## src/rtl/rasterizer_pkg.sv

```systemverilog
// rtl/rasterizer_pkg.sv - shared widths, scanout state and pixel tag types
package rasterizer_pkg;

    localparam int ADDR_W          = 26;
    localparam int COLOR_W         = 24;
    localparam int BYTES_PER_PIXEL = 4;

    typedef enum logic [1:0] {
        IDLE  = 2'd0,
        SCAN  = 2'd1,
        DRAIN = 2'd2
    } scanout_state_t;

    typedef struct packed {
        logic               sof;
        logic               eol;
        logic [COLOR_W-1:0] rgb;
    } pixel_tag_t;

endpackage

```

## src/rtl/scanout_fifo.sv

```systemverilog
// rtl/scanout_fifo.sv - synchronous first-word-fall-through FIFO with occupancy count
module scanout_fifo #(
    parameter int WIDTH = 8,
    parameter int DEPTH = 16
) (
    input  logic                     clock,
    input  logic                     reset,
    input  logic                     clear,
    input  logic                     push,
    input  logic [WIDTH-1:0]         push_data,
    input  logic                     pop,
    output logic [WIDTH-1:0]         pop_data,
    output logic [$clog2(DEPTH):0]   count,
    output logic                     empty,
    output logic                     full
);

    localparam int PTR_W = $clog2(DEPTH);

    logic [WIDTH-1:0] mem [DEPTH];
    logic [PTR_W-1:0] wr_ptr;
    logic [PTR_W-1:0] rd_ptr;
    logic             push_ok;
    logic             pop_ok;

    assign empty    = (count == '0);
    assign full     = (count == (PTR_W + 1)'(DEPTH));
    assign push_ok  = push && !full;
    assign pop_ok   = pop && !empty;
    assign pop_data = mem[rd_ptr];

    always_ff @(posedge clock) begin
        if (reset || clear) begin
            wr_ptr <= '0;
            rd_ptr <= '0;
            count  <= '0;
        end else begin
            if (push_ok) wr_ptr <= wr_ptr + PTR_W'(1);
            if (pop_ok)  rd_ptr <= rd_ptr + PTR_W'(1);
            case ({push_ok, pop_ok})
                2'b10:   count <= count + (PTR_W + 1)'(1);
                2'b01:   count <= count - (PTR_W + 1)'(1);
                default: count <= count;
            endcase
        end
    end

    // Storage is not reset; only the pointers define what is valid.
    always_ff @(posedge clock) begin
        if (push_ok) mem[wr_ptr] <= push_data;
    end

endmodule

```

## src/rtl/framebuffer_scanout.sv

```systemverilog
// rtl/framebuffer_scanout.sv - raster-order frame buffer reader with credit-limited prefetch
module framebuffer_scanout
    import rasterizer_pkg::*;
#(
    parameter int H_RES           = 640,
    parameter int V_RES           = 480,
    parameter int FIFO_DEPTH      = 64,
    parameter int MAX_OUTSTANDING = 8
) (
    input  logic              clock,
    input  logic              reset,
    input  logic              enable,
    input  logic [ADDR_W-1:0] frame_buffer_base,
    output logic [ADDR_W-1:0] master_address,
    output logic              master_read,
    output logic [3:0]        master_byteenable,
    input  logic [31:0]       master_readdata,
    input  logic              master_readdatavalid,
    input  logic              master_waitrequest,
    output logic              pixel_valid,
    input  logic              pixel_ready,
    output logic [23:0]       pixel_data,
    output logic              pixel_sof,
    output logic              pixel_eol,
    output logic              underflow
);

    localparam int X_W   = $clog2(H_RES + 1);
    localparam int Y_W   = $clog2(V_RES + 1);
    localparam int FC_W  = $clog2(FIFO_DEPTH) + 1;
    localparam int OS_W  = $clog2(MAX_OUTSTANDING) + 1;
    localparam int SUM_W = ((FC_W > OS_W) ? FC_W : OS_W) + 1;
    localparam logic [X_W-1:0]    X_LAST = X_W'(H_RES - 1);
    localparam logic [Y_W-1:0]    Y_LAST = Y_W'(V_RES - 1);
    localparam logic [ADDR_W-1:0] STRIDE = ADDR_W'(BYTES_PER_PIXEL);

    scanout_state_t    state, state_next;
    logic [X_W-1:0]    x;
    logic [Y_W-1:0]    y;
    logic [ADDR_W-1:0] base_latched;
    logic [ADDR_W-1:0] offset;
    logic              accept;
    logic              response;
    logic              credit_ok;
    logic              last_pixel;
    logic              first_popped;

    pixel_tag_t        fifo_in, fifo_out;
    logic [FC_W-1:0]   fifo_count;
    logic              fifo_empty, fifo_full, fifo_clear, fifo_push, fifo_pop;

    logic [1:0]        tag_in, tag_out;
    logic [OS_W-1:0]   outstanding;
    logic              tag_empty, tag_full;
    logic              unused_readdata;

    assign unused_readdata   = ^master_readdata[31:24];
    assign master_byteenable = 4'hF;
    assign master_address    = base_latched + offset;
    assign last_pixel        = (x == X_LAST) && (y == Y_LAST);
    assign accept            = master_read && !master_waitrequest;

    // The tag FIFO holds one entry per in-flight read, so its count is the outstanding count
    // and an empty tag FIFO marks any readdatavalid as stale.
    assign response  = master_readdatavalid && !tag_empty;
    assign tag_in    = {(x == '0) && (y == '0), x == X_LAST};
    assign credit_ok = (SUM_W'(fifo_count) + SUM_W'(outstanding) < SUM_W'(FIFO_DEPTH))
                       && !tag_full && !fifo_full;

    assign fifo_in     = '{sof: tag_out[1], eol: tag_out[0], rgb: master_readdata[23:0]};
    assign fifo_push   = response && (state == SCAN);
    assign pixel_valid = !fifo_empty && (state != DRAIN);
    assign fifo_pop    = pixel_valid && pixel_ready;
    assign pixel_data  = pixel_valid ? fifo_out.rgb : '0;
    assign pixel_sof   = pixel_valid && fifo_out.sof;
    assign pixel_eol   = pixel_valid && fifo_out.eol;

    always_comb begin
        state_next  = state;
        master_read = 1'b0;
        fifo_clear  = 1'b0;
        unique case (state)
            IDLE:  if (enable) state_next = SCAN;
            SCAN: begin
                if (!enable) state_next = DRAIN;
                else         master_read = credit_ok;
            end
            DRAIN: begin
                fifo_clear = 1'b1;
                if (outstanding == '0) state_next = IDLE;
            end
            default: state_next = IDLE;
        endcase
    end

    always_ff @(posedge clock) begin
        if (reset) begin
            state        <= IDLE;
            x            <= '0;
            y            <= '0;
            offset       <= '0;
            base_latched <= '0;
            first_popped <= 1'b0;
            underflow    <= 1'b0;
        end else begin
            state <= state_next;
            if (state == IDLE && enable) begin
                base_latched <= frame_buffer_base;
                x            <= '0;
                y            <= '0;
                offset       <= '0;
                first_popped <= 1'b0;
            end else if (accept) begin
                if (last_pixel) begin
                    base_latched <= frame_buffer_base;
                    x            <= '0;
                    y            <= '0;
                    offset       <= '0;
                end else begin
                    offset <= offset + STRIDE;
                    if (x == X_LAST) begin
                        x <= '0;
                        y <= y + Y_W'(1);
                    end else begin
                        x <= x + X_W'(1);
                    end
                end
            end
            if (fifo_pop && fifo_out.sof) first_popped <= 1'b1;
            if (state == SCAN && pixel_ready && fifo_empty && first_popped) underflow <= 1'b1;
        end
    end

    scanout_fifo #(.WIDTH($bits(pixel_tag_t)), .DEPTH(FIFO_DEPTH)) u_pixel_fifo (
        .clock     (clock),
        .reset     (reset),
        .clear     (fifo_clear),
        .push      (fifo_push),
        .push_data (fifo_in),
        .pop       (fifo_pop),
        .pop_data  (fifo_out),
        .count     (fifo_count),
        .empty     (fifo_empty),
        .full      (fifo_full)
    );

    scanout_fifo #(.WIDTH(2), .DEPTH(MAX_OUTSTANDING)) u_tag_fifo (
        .clock     (clock),
        .reset     (reset),
        .clear     (1'b0),
        .push      (accept),
        .push_data (tag_in),
        .pop       (response),
        .pop_data  (tag_out),
        .count     (outstanding),
        .empty     (tag_empty),
        .full      (tag_full)
    );

endmodule

```

## config.mk

```make
export PLATFORM = sky130hd
export DESIGN_NAME = framebuffer_scanout
export DESIGN_NICKNAME = d
export VERILOG_FILES = /design/src/rtl/rasterizer_pkg.sv /design/src/rtl/scanout_fifo.sv /design/src/rtl/framebuffer_scanout.sv
export SDC_FILE = /design/constraint.sdc
export NUM_CORES = 2
export LEC_CHECK = 0
export ABC_AREA = 1
export ABC_CLOCK_PERIOD_IN_PS = 5200
export CAP_MARGIN = 0
export CELL_PAD_IN_SITES_DETAIL_PLACEMENT = 2
export CELL_PAD_IN_SITES_GLOBAL_PLACEMENT = 2
export CORE_MARGIN = 2
export CORE_UTILIZATION = 43
export CTS_CLUSTER_DIAMETER = 80
export DETAILED_ROUTE_END_ITERATION = 8
export PLACE_DENSITY_LB_ADDON = 0.1
export SYNTH_ARGS = -nofsm -noshare
export SYNTH_HDL_FRONTEND = slang
export SYNTH_HIERARCHICAL = 1
export SYNTH_SLANG_ARGS = --single-unit
```

## constraint.sdc

```tcl
create_clock -name clock -period 5.2 [get_ports clock]
set_input_delay 1.3 -clock clock [delete_from_list [all_inputs] [get_ports clock]]
set_output_delay 1.3 -clock clock [all_outputs]
set_load 0.05 [all_outputs]
```

# After elaboration in Yosys (flattened, before gate mapping)
# Memory sizes are Yosys's and may differ from the RTL's. A register that Yosys moved wholly into a read port is not among the register bits.
# Index checks and enable logic that the tools add are counted.
[totals]
ff_bits = 104
ramBits = 1680
inputBits = 64
output_inout_bits = 59
elab_cells = 112
memories = 2
[classes]
addsub = 13
n_lt_le_gt_ge = 1
n_eq_ne = 14
n_mux = 28
reduce_logical = 41
[memory_table]
columns = ["name", "words", "width", "rd", "rd_clocked_by_memory_dff", "write_ports", "line_no", "text"]
rows = [
  ["u_pixel_fifo.mem", 64, 26, 1, 1, 1, "scanout_fifo.sv:20", "logic [WIDTH-1:0] mem [DEPTH];"],
  ["u_tag_fifo.mem", 8, 2, 1, 1, 1, "scanout_fifo.sv:20", ""],
]
[ops]
columns = ["cell", "count"]
rows = [
  ["26-bit 2-to-1 mux", 4],
  ["26-bit adder", 1],
  ["26-bit by 3-bit adder with 26-bit output (second input constant)", 1],
  ["24-bit 2-to-1 mux", 1],
  ["1-bit logical AND", 20],
  ["10-bit 2-to-1 mux", 2],
  ["9-bit 2-to-1 mux", 2],
  ["7-bit case mux with 2 select lines", 1],
  ["6-bit by 1-bit adder with 6-bit output (second input constant)", 2],
  ["6-bit 2-to-1 mux", 2],
  ["2-bit nonzero test", 6],
  ["10-bit by 1-bit adder with 10-bit output (second input constant)", 1],
  ["10-bit == test (second input constant)", 1],
  ["10-bit logical NOT", 1],
  ["9-bit by 1-bit adder with 9-bit output (second input constant)", 1],
  ["9-bit == test (second input constant)", 1],
  ["9-bit logical NOT", 1],
  ["1-bit 2-to-1 mux", 9],
  ["7-bit by 4-bit adder with 8-bit output", 1],
  ["8-bit by 7-bit < comparator with 1-bit output (second input constant)", 1],
  ["4-bit case mux with 2 select lines", 1],
  ["7-bit by 1-bit adder with 7-bit output (second input constant)", 1],
  ["7-bit == test (second input constant)", 1],
  ["7-bit logical NOT", 1],
  ["other kinds (19)", 34],
]

# Longest topological paths before layout
[depth]
ltp_word = 10
ltp_mapped = 23
ltp_nobuf = 21

# Hierarchy
# Netlist, hierarchy kept.
[by_module_without_submodules]
columns = ["mod", "n_inst", "cells_per_inst", "area_each_um2", "seq_area_each_um2"]
rows = [
  ["scanout_fifo at u_pixel_fifo", 1, 5814, 68468.2, 50468.4],
  ["framebuffer_scanout", 1, 887, 5671.7, 1461.4],
  ["scanout_fifo at u_tag_fifo", 1, 143, 1336.3, 740.7],
]

# Least setup slack after synthesis
# OpenSTA, ideal clock, no wires.
[synth_timing]
path_kind = "input-to-reg"
start = "in master_readdatavalid"
end = "mem u_pixel_fifo/mem[63][0] (netlist name), enable pin"
setup_ps = 442
arrival_time_ps = 3838
t_required_ps = 4758
path_slack_ps = 920
cell_stages = 7
path_buffers = 1
cell_sequence = "inv_1 > nor4_1 > inv_1 > nor2_2 > buf_4 > inv_2 > nor3_1"
[synth_between]
elab_chain_len = 5
[synth_rtl]
columns = ["element", "line_no", "text"]
rows = [
  ["from (decl)", "framebuffer_scanout.sv:18", "input logic master_readdatavalid,"],
  ["1-bit logical AND", "framebuffer_scanout.sv:65", "assign response = master_readdatavalid && !tag_empty;"],
  ["1-bit logical AND", "framebuffer_scanout.sv:71", "assign fifo_push = response && (state == SCAN);"],
  ["via fifo_push", "framebuffer_scanout.sv:50", "logic fifo_empty, fifo_full, fifo_clear, fifo_push, fifo_pop;"],
  ["1-bit logical AND", "scanout_fifo.sv:28", "assign push_ok = push && !full;"],
  ["1-bit 2-to-1 mux", "scanout_fifo.sv:50", "if (push_ok) mem[wr_ptr] <= push_data;"],
  ["1-bit 2-to-1 mux (implied by the code)", "scanout_fifo.sv:50", ""],
  ["to (decl)", "scanout_fifo.sv:20", ""],
]
# The timed path passes the listed nets, and every way through them passes these cells.

==> flow_metrics.py <==
metrics = {
    "status": {
        "status": "completed",
    },
    "place": {
        "dp_hpwl_um": 167000,
        "port_buffers": 110,
        "pre_cts_ws_ps": 673,
        "placed_cell_area_mm2": 0.0802,
        "gp_congestion": 0.840,
    },
    "timing": {
        "setup-tns-final_ps": 0,
        "setup_slack_ps": 77.5,
        "drv_slew": 0,
        "skew_ps": 27.7,
        "final_period_minus_worst_setup_slack_ps": 5120,
        "hold_viol": 0,
        "fin_crit_sh_pct": 98.5,
        "max_freq_mhz": 195,
        "worst_slew_pin_slew_ps": 1280,
        "relSlewSlack_pct": 14.6,
        "setup_viol": 0,
        "rsz0062_at_grt": "no",
    },
    "worst_setup_path": {
        "path_buf_inv": 4,
        "r2r-start": "u_pixel_fifo/count[3]$_SDFFE_PP0P_",
        "crit_end": "pixel_data[9]",
        "cp-end-kind": "primary output",
        "crit_family": "simple AND/OR/NAND/NOR gates",
        "worstPathRequired_ps": 3900,
        "crit_chain": "inv_8, buf_6, nand3_1, nand2_1, nand2_1, nand3_1, nand3_1, nand2_1, inv_1, nor2_1, buf_12",
        "cp-start-kind": "flop",
        "worst_path_largest_cell_delay_ps": 520,
        "r2r_cells": 20,
        "cp_max_fo": 27,
        "r2r_slack_ps": 1480,
        "path_class": "reg2out",
        "crit_cells": 11,
        "worstPathArrival_ps": 3820,
        "slowest_stage": "dfxtp_4",
        "reg2reg_to": "u_pixel_fifo/count[4]$_SDFFE_PP0P_",
    },
    "routing": {
        "num_vias": 55400,
        "drc_errors": 0,
        "antenna_left": 0,
        "first_pass_iters": 5,
        "vias_per_cell": 5.83,
        "drt_iter0_markers": 4428,
        "wl_per_cell_um": 29.2,
        "routed_wl_um": 277000,
    },
    "pwr": {
        "vdd_drop_max_mv": 0.353,
        "totalPowerFinal_mw": 29.8,
        "cellPowerDensity_mw_per_mm2": 344,
        "p_leak_nw": 31.1,
    },
    "final_layout": {
        "multi_input_area_mm2": 0.0205,
        "fin_util_pct": 49.6,
        "drive_gt1_share_pct": 9.78,
        "seqCellArea_mm2": 0.0527,
        "nNetsFinal": 7099,
        "nFillCells": 17400,
        "synthToLayoutAreaGrowth_pct": 14.5,
        "final_cell_area_mm2": 0.0864,
    },
    "synth": {
        "yosys.cell_types.count": 51,
        "synth-seq-cells": 1791,
        "syn_inst": 6844,
        "synth_top_area_share_pct": 66.8,
        "synth_area_mm2": 0.0755,
        "netlist.top_cell.by_area": "edfxtp_1",
        "syn_avg_cell_area_um2": 11.0,
        "synth_top_cells_by_area": "edfxtp_1 67%, nand2_1 12%, nand3_1 10%",
        "yosysWarnings": 6,
        "ys_seq_area_share_pct": 69.8,
    },
    "global_route": {
        "grt_pass1_wl_um": 405000,
        "grt_pass1_vias": 60900,
        "grt-ovfl-total": 0,
        "grtUsageTotal_pct": 30.7,
        "grt_antenna_before_repair": 14,
        "grt_max_degree": 97,
    },
    "clock_network": {
        "htreeDepth": 4,
        "insertion_delay_ps": 840,
        "clock_path_buffers": 3,
        "cts_tree": "built",
        "numCtsBuffers": 193,
        "clockRootBuffer": "clkbuf_16",
        "clk_pin_slew_ps": 60,
        "postCtsHoldBufs": 0,
        "clock_sinks": 1791,
    },
    "floorplan": {
        "die_x_um": 423,
        "ios": 123,
        "die_area_mm2": 0.179,
        "die_h_um": 423,
        "coreArea_mm2": 0.174,
        "rows": 153,
        "start_util_pct": 43.3,
    },
    "min_path": {
        "hp-class": "reg2reg",
    },
    "flow_run": {
        "cap_violations": 0,
    },
}
## final cells by class
type,instances,share of cell area (%)
diodes,8,0.0232
repair buffers,342,4.22
clock buffers,253,5.95
multi-input cells,4496,23.7
flip-flops and latches,1791,61.0
inverters,168,0.780
repair inverters,1,0.0101
clock inverters,105,0.940
well taps,2325,3.37
## cells in the mapped netlist (all sizes together)
| cell type | number |
|---|---|
| a211oi | 1 |
| a21oi | 123 |
| a31oi | 2 |
| a32o | 1 |
| and2 | 2 |
| and3 | 1 |
| buf | 305 |
| clkbuf | 88 |
| clkinv | 4 |
| conb | 2 |
| dfxtp | 111 |
| edfxtp | 1680 |
| ha | 42 |
| inv | 164 |
| mux2i | 2 |
| nand2 | 2401 |
| nand3 | 1510 |
| nand3b | 2 |
| nand4 | 40 |
| nor2 | 232 |
| nor3 | 19 |
| nor3b | 2 |
| nor4 | 5 |
| o21a | 2 |
| o21ai | 43 |
| o21bai | 4 |
| o22ai | 2 |
| o41ai | 1 |
| or2 | 3 |
| xnor2 | 18 |
| xor2 | 32 |
## metal layers
layer / vias to the layer above / routed length (µm) / track usage [%]
li1: 24100 / - / -
met2: 1534 / 142000 / 54.4
met4: 2 / 11700 / 13.0
met3: 482 / 11800 / 3.17
met5: - / 13 / 0
met1: 29200 / 112000 / 38.1
## logic make-up after synthesis
group	share of synthesized area [%]
AOI/OAI and AO/OA	1.33
xor gates and xnor gates	0.580
adders and majority gates	0.696
buffers and inverters	3.64
DFF	69.8
muxes	0.0265
other	0.00995
and+or+nand+nor	23.9
## registers in the layout, indices dropped and copies added (netlist names), 4 cells and up, named ones only
signal               flops
offset                  24
u_pixel_fifo/wr_ptr      6
y                        9
u_pixel_fifo/mem      1664
u_pixel_fifo/count       7
base_latched            26
u_tag_fifo/count         4
u_tag_fifo/mem          16
x                       10
u_pixel_fifo/rd_ptr      6
## worst min-delay path by stage
stage / from / slack (ps) / to / cells past startpoint
after floorplan: first_popped$_SDFFE_PP0P_ / 440 / first_popped$_SDFFE_PP0P_ / 1
after global placement: underflow$_SDFFE_PP0P_ / 440 / underflow$_SDFFE_PP0P_ / 2
after detailed placement: underflow$_SDFFE_PP0P_ / 460 / underflow$_SDFFE_PP0P_ / 2
after CTS: underflow$_SDFFE_PP0P_ / 470 / underflow$_SDFFE_PP0P_ / 2
after global routing: underflow$_SDFFE_PP0P_ / 500 / underflow$_SDFFE_PP0P_ / 2
final: underflow$_SDFFE_PP0P_ / 460 / underflow$_SDFFE_PP0P_ / 2
## report_power, final
group          switching, mW  internal [mW]  total (mW)
logic                  0.546          0.150       0.696
clock network           6.00           7.30        13.3
registers             0.0137           15.7        15.8
## cell usage in the layout, fill, tap and decap left out, types with 8 or more instances in the layout
| cell type | n |
|---|---|
| nand2_2 | 28 |
| xnor2_1 | 18 |
| nand3_1 | 1502 |
| nor2_1 | 159 |
| buf_2 | 25 |
| ha_1 | 42 |
| clkbuf_16 | 196 |
| a21oi_1 | 103 |
| buf_12 | 70 |
| clkinv_2 | 33 |
| xor2_1 | 32 |
| diode_2 | 8 |
| clkdlybuf4s50_1 | 59 |
| o21ai_0 | 43 |
| nor2_2 | 20 |
| nand2_1 | 2371 |
| nor3_1 | 16 |
| buf_4 | 175 |
| inv_2 | 8 |
| a21oi_2 | 20 |
| dfxtp_1 | 106 |
| nand4_1 | 40 |
| inv_1 | 153 |
| clkinv_1 | 47 |
| edfxtp_1 | 1680 |
| nor2_4 | 53 |
| clkbuf_1 | 52 |
## tightest hold or removal path: cells and delay by family (launching register included)
family	cells	cell delay, ps
buffers and inverters	1	50
flip-flops	1	310
AO/OA/AOI/OAI	1	50
## what timing repair did
item / 4_1_cts / 5_1_grt
gates cloned: 1 / 2
endpoints found under the setup margin: 26 / 19
setup buffers: 6 / 0
gates resized for setup: 12 / 7
pin swaps: 0 / 0
## per-stage QoR
step / instances / hold slack [ps]
after global placement: 9113 / 440
final: 9489 / 461
after global routing: 9481 / 497
after floorplan: 6848 / 440
after CTS: 9478 / 465
after detailed placement: 9113 / 457
Power figures use the tool's default switching activity.
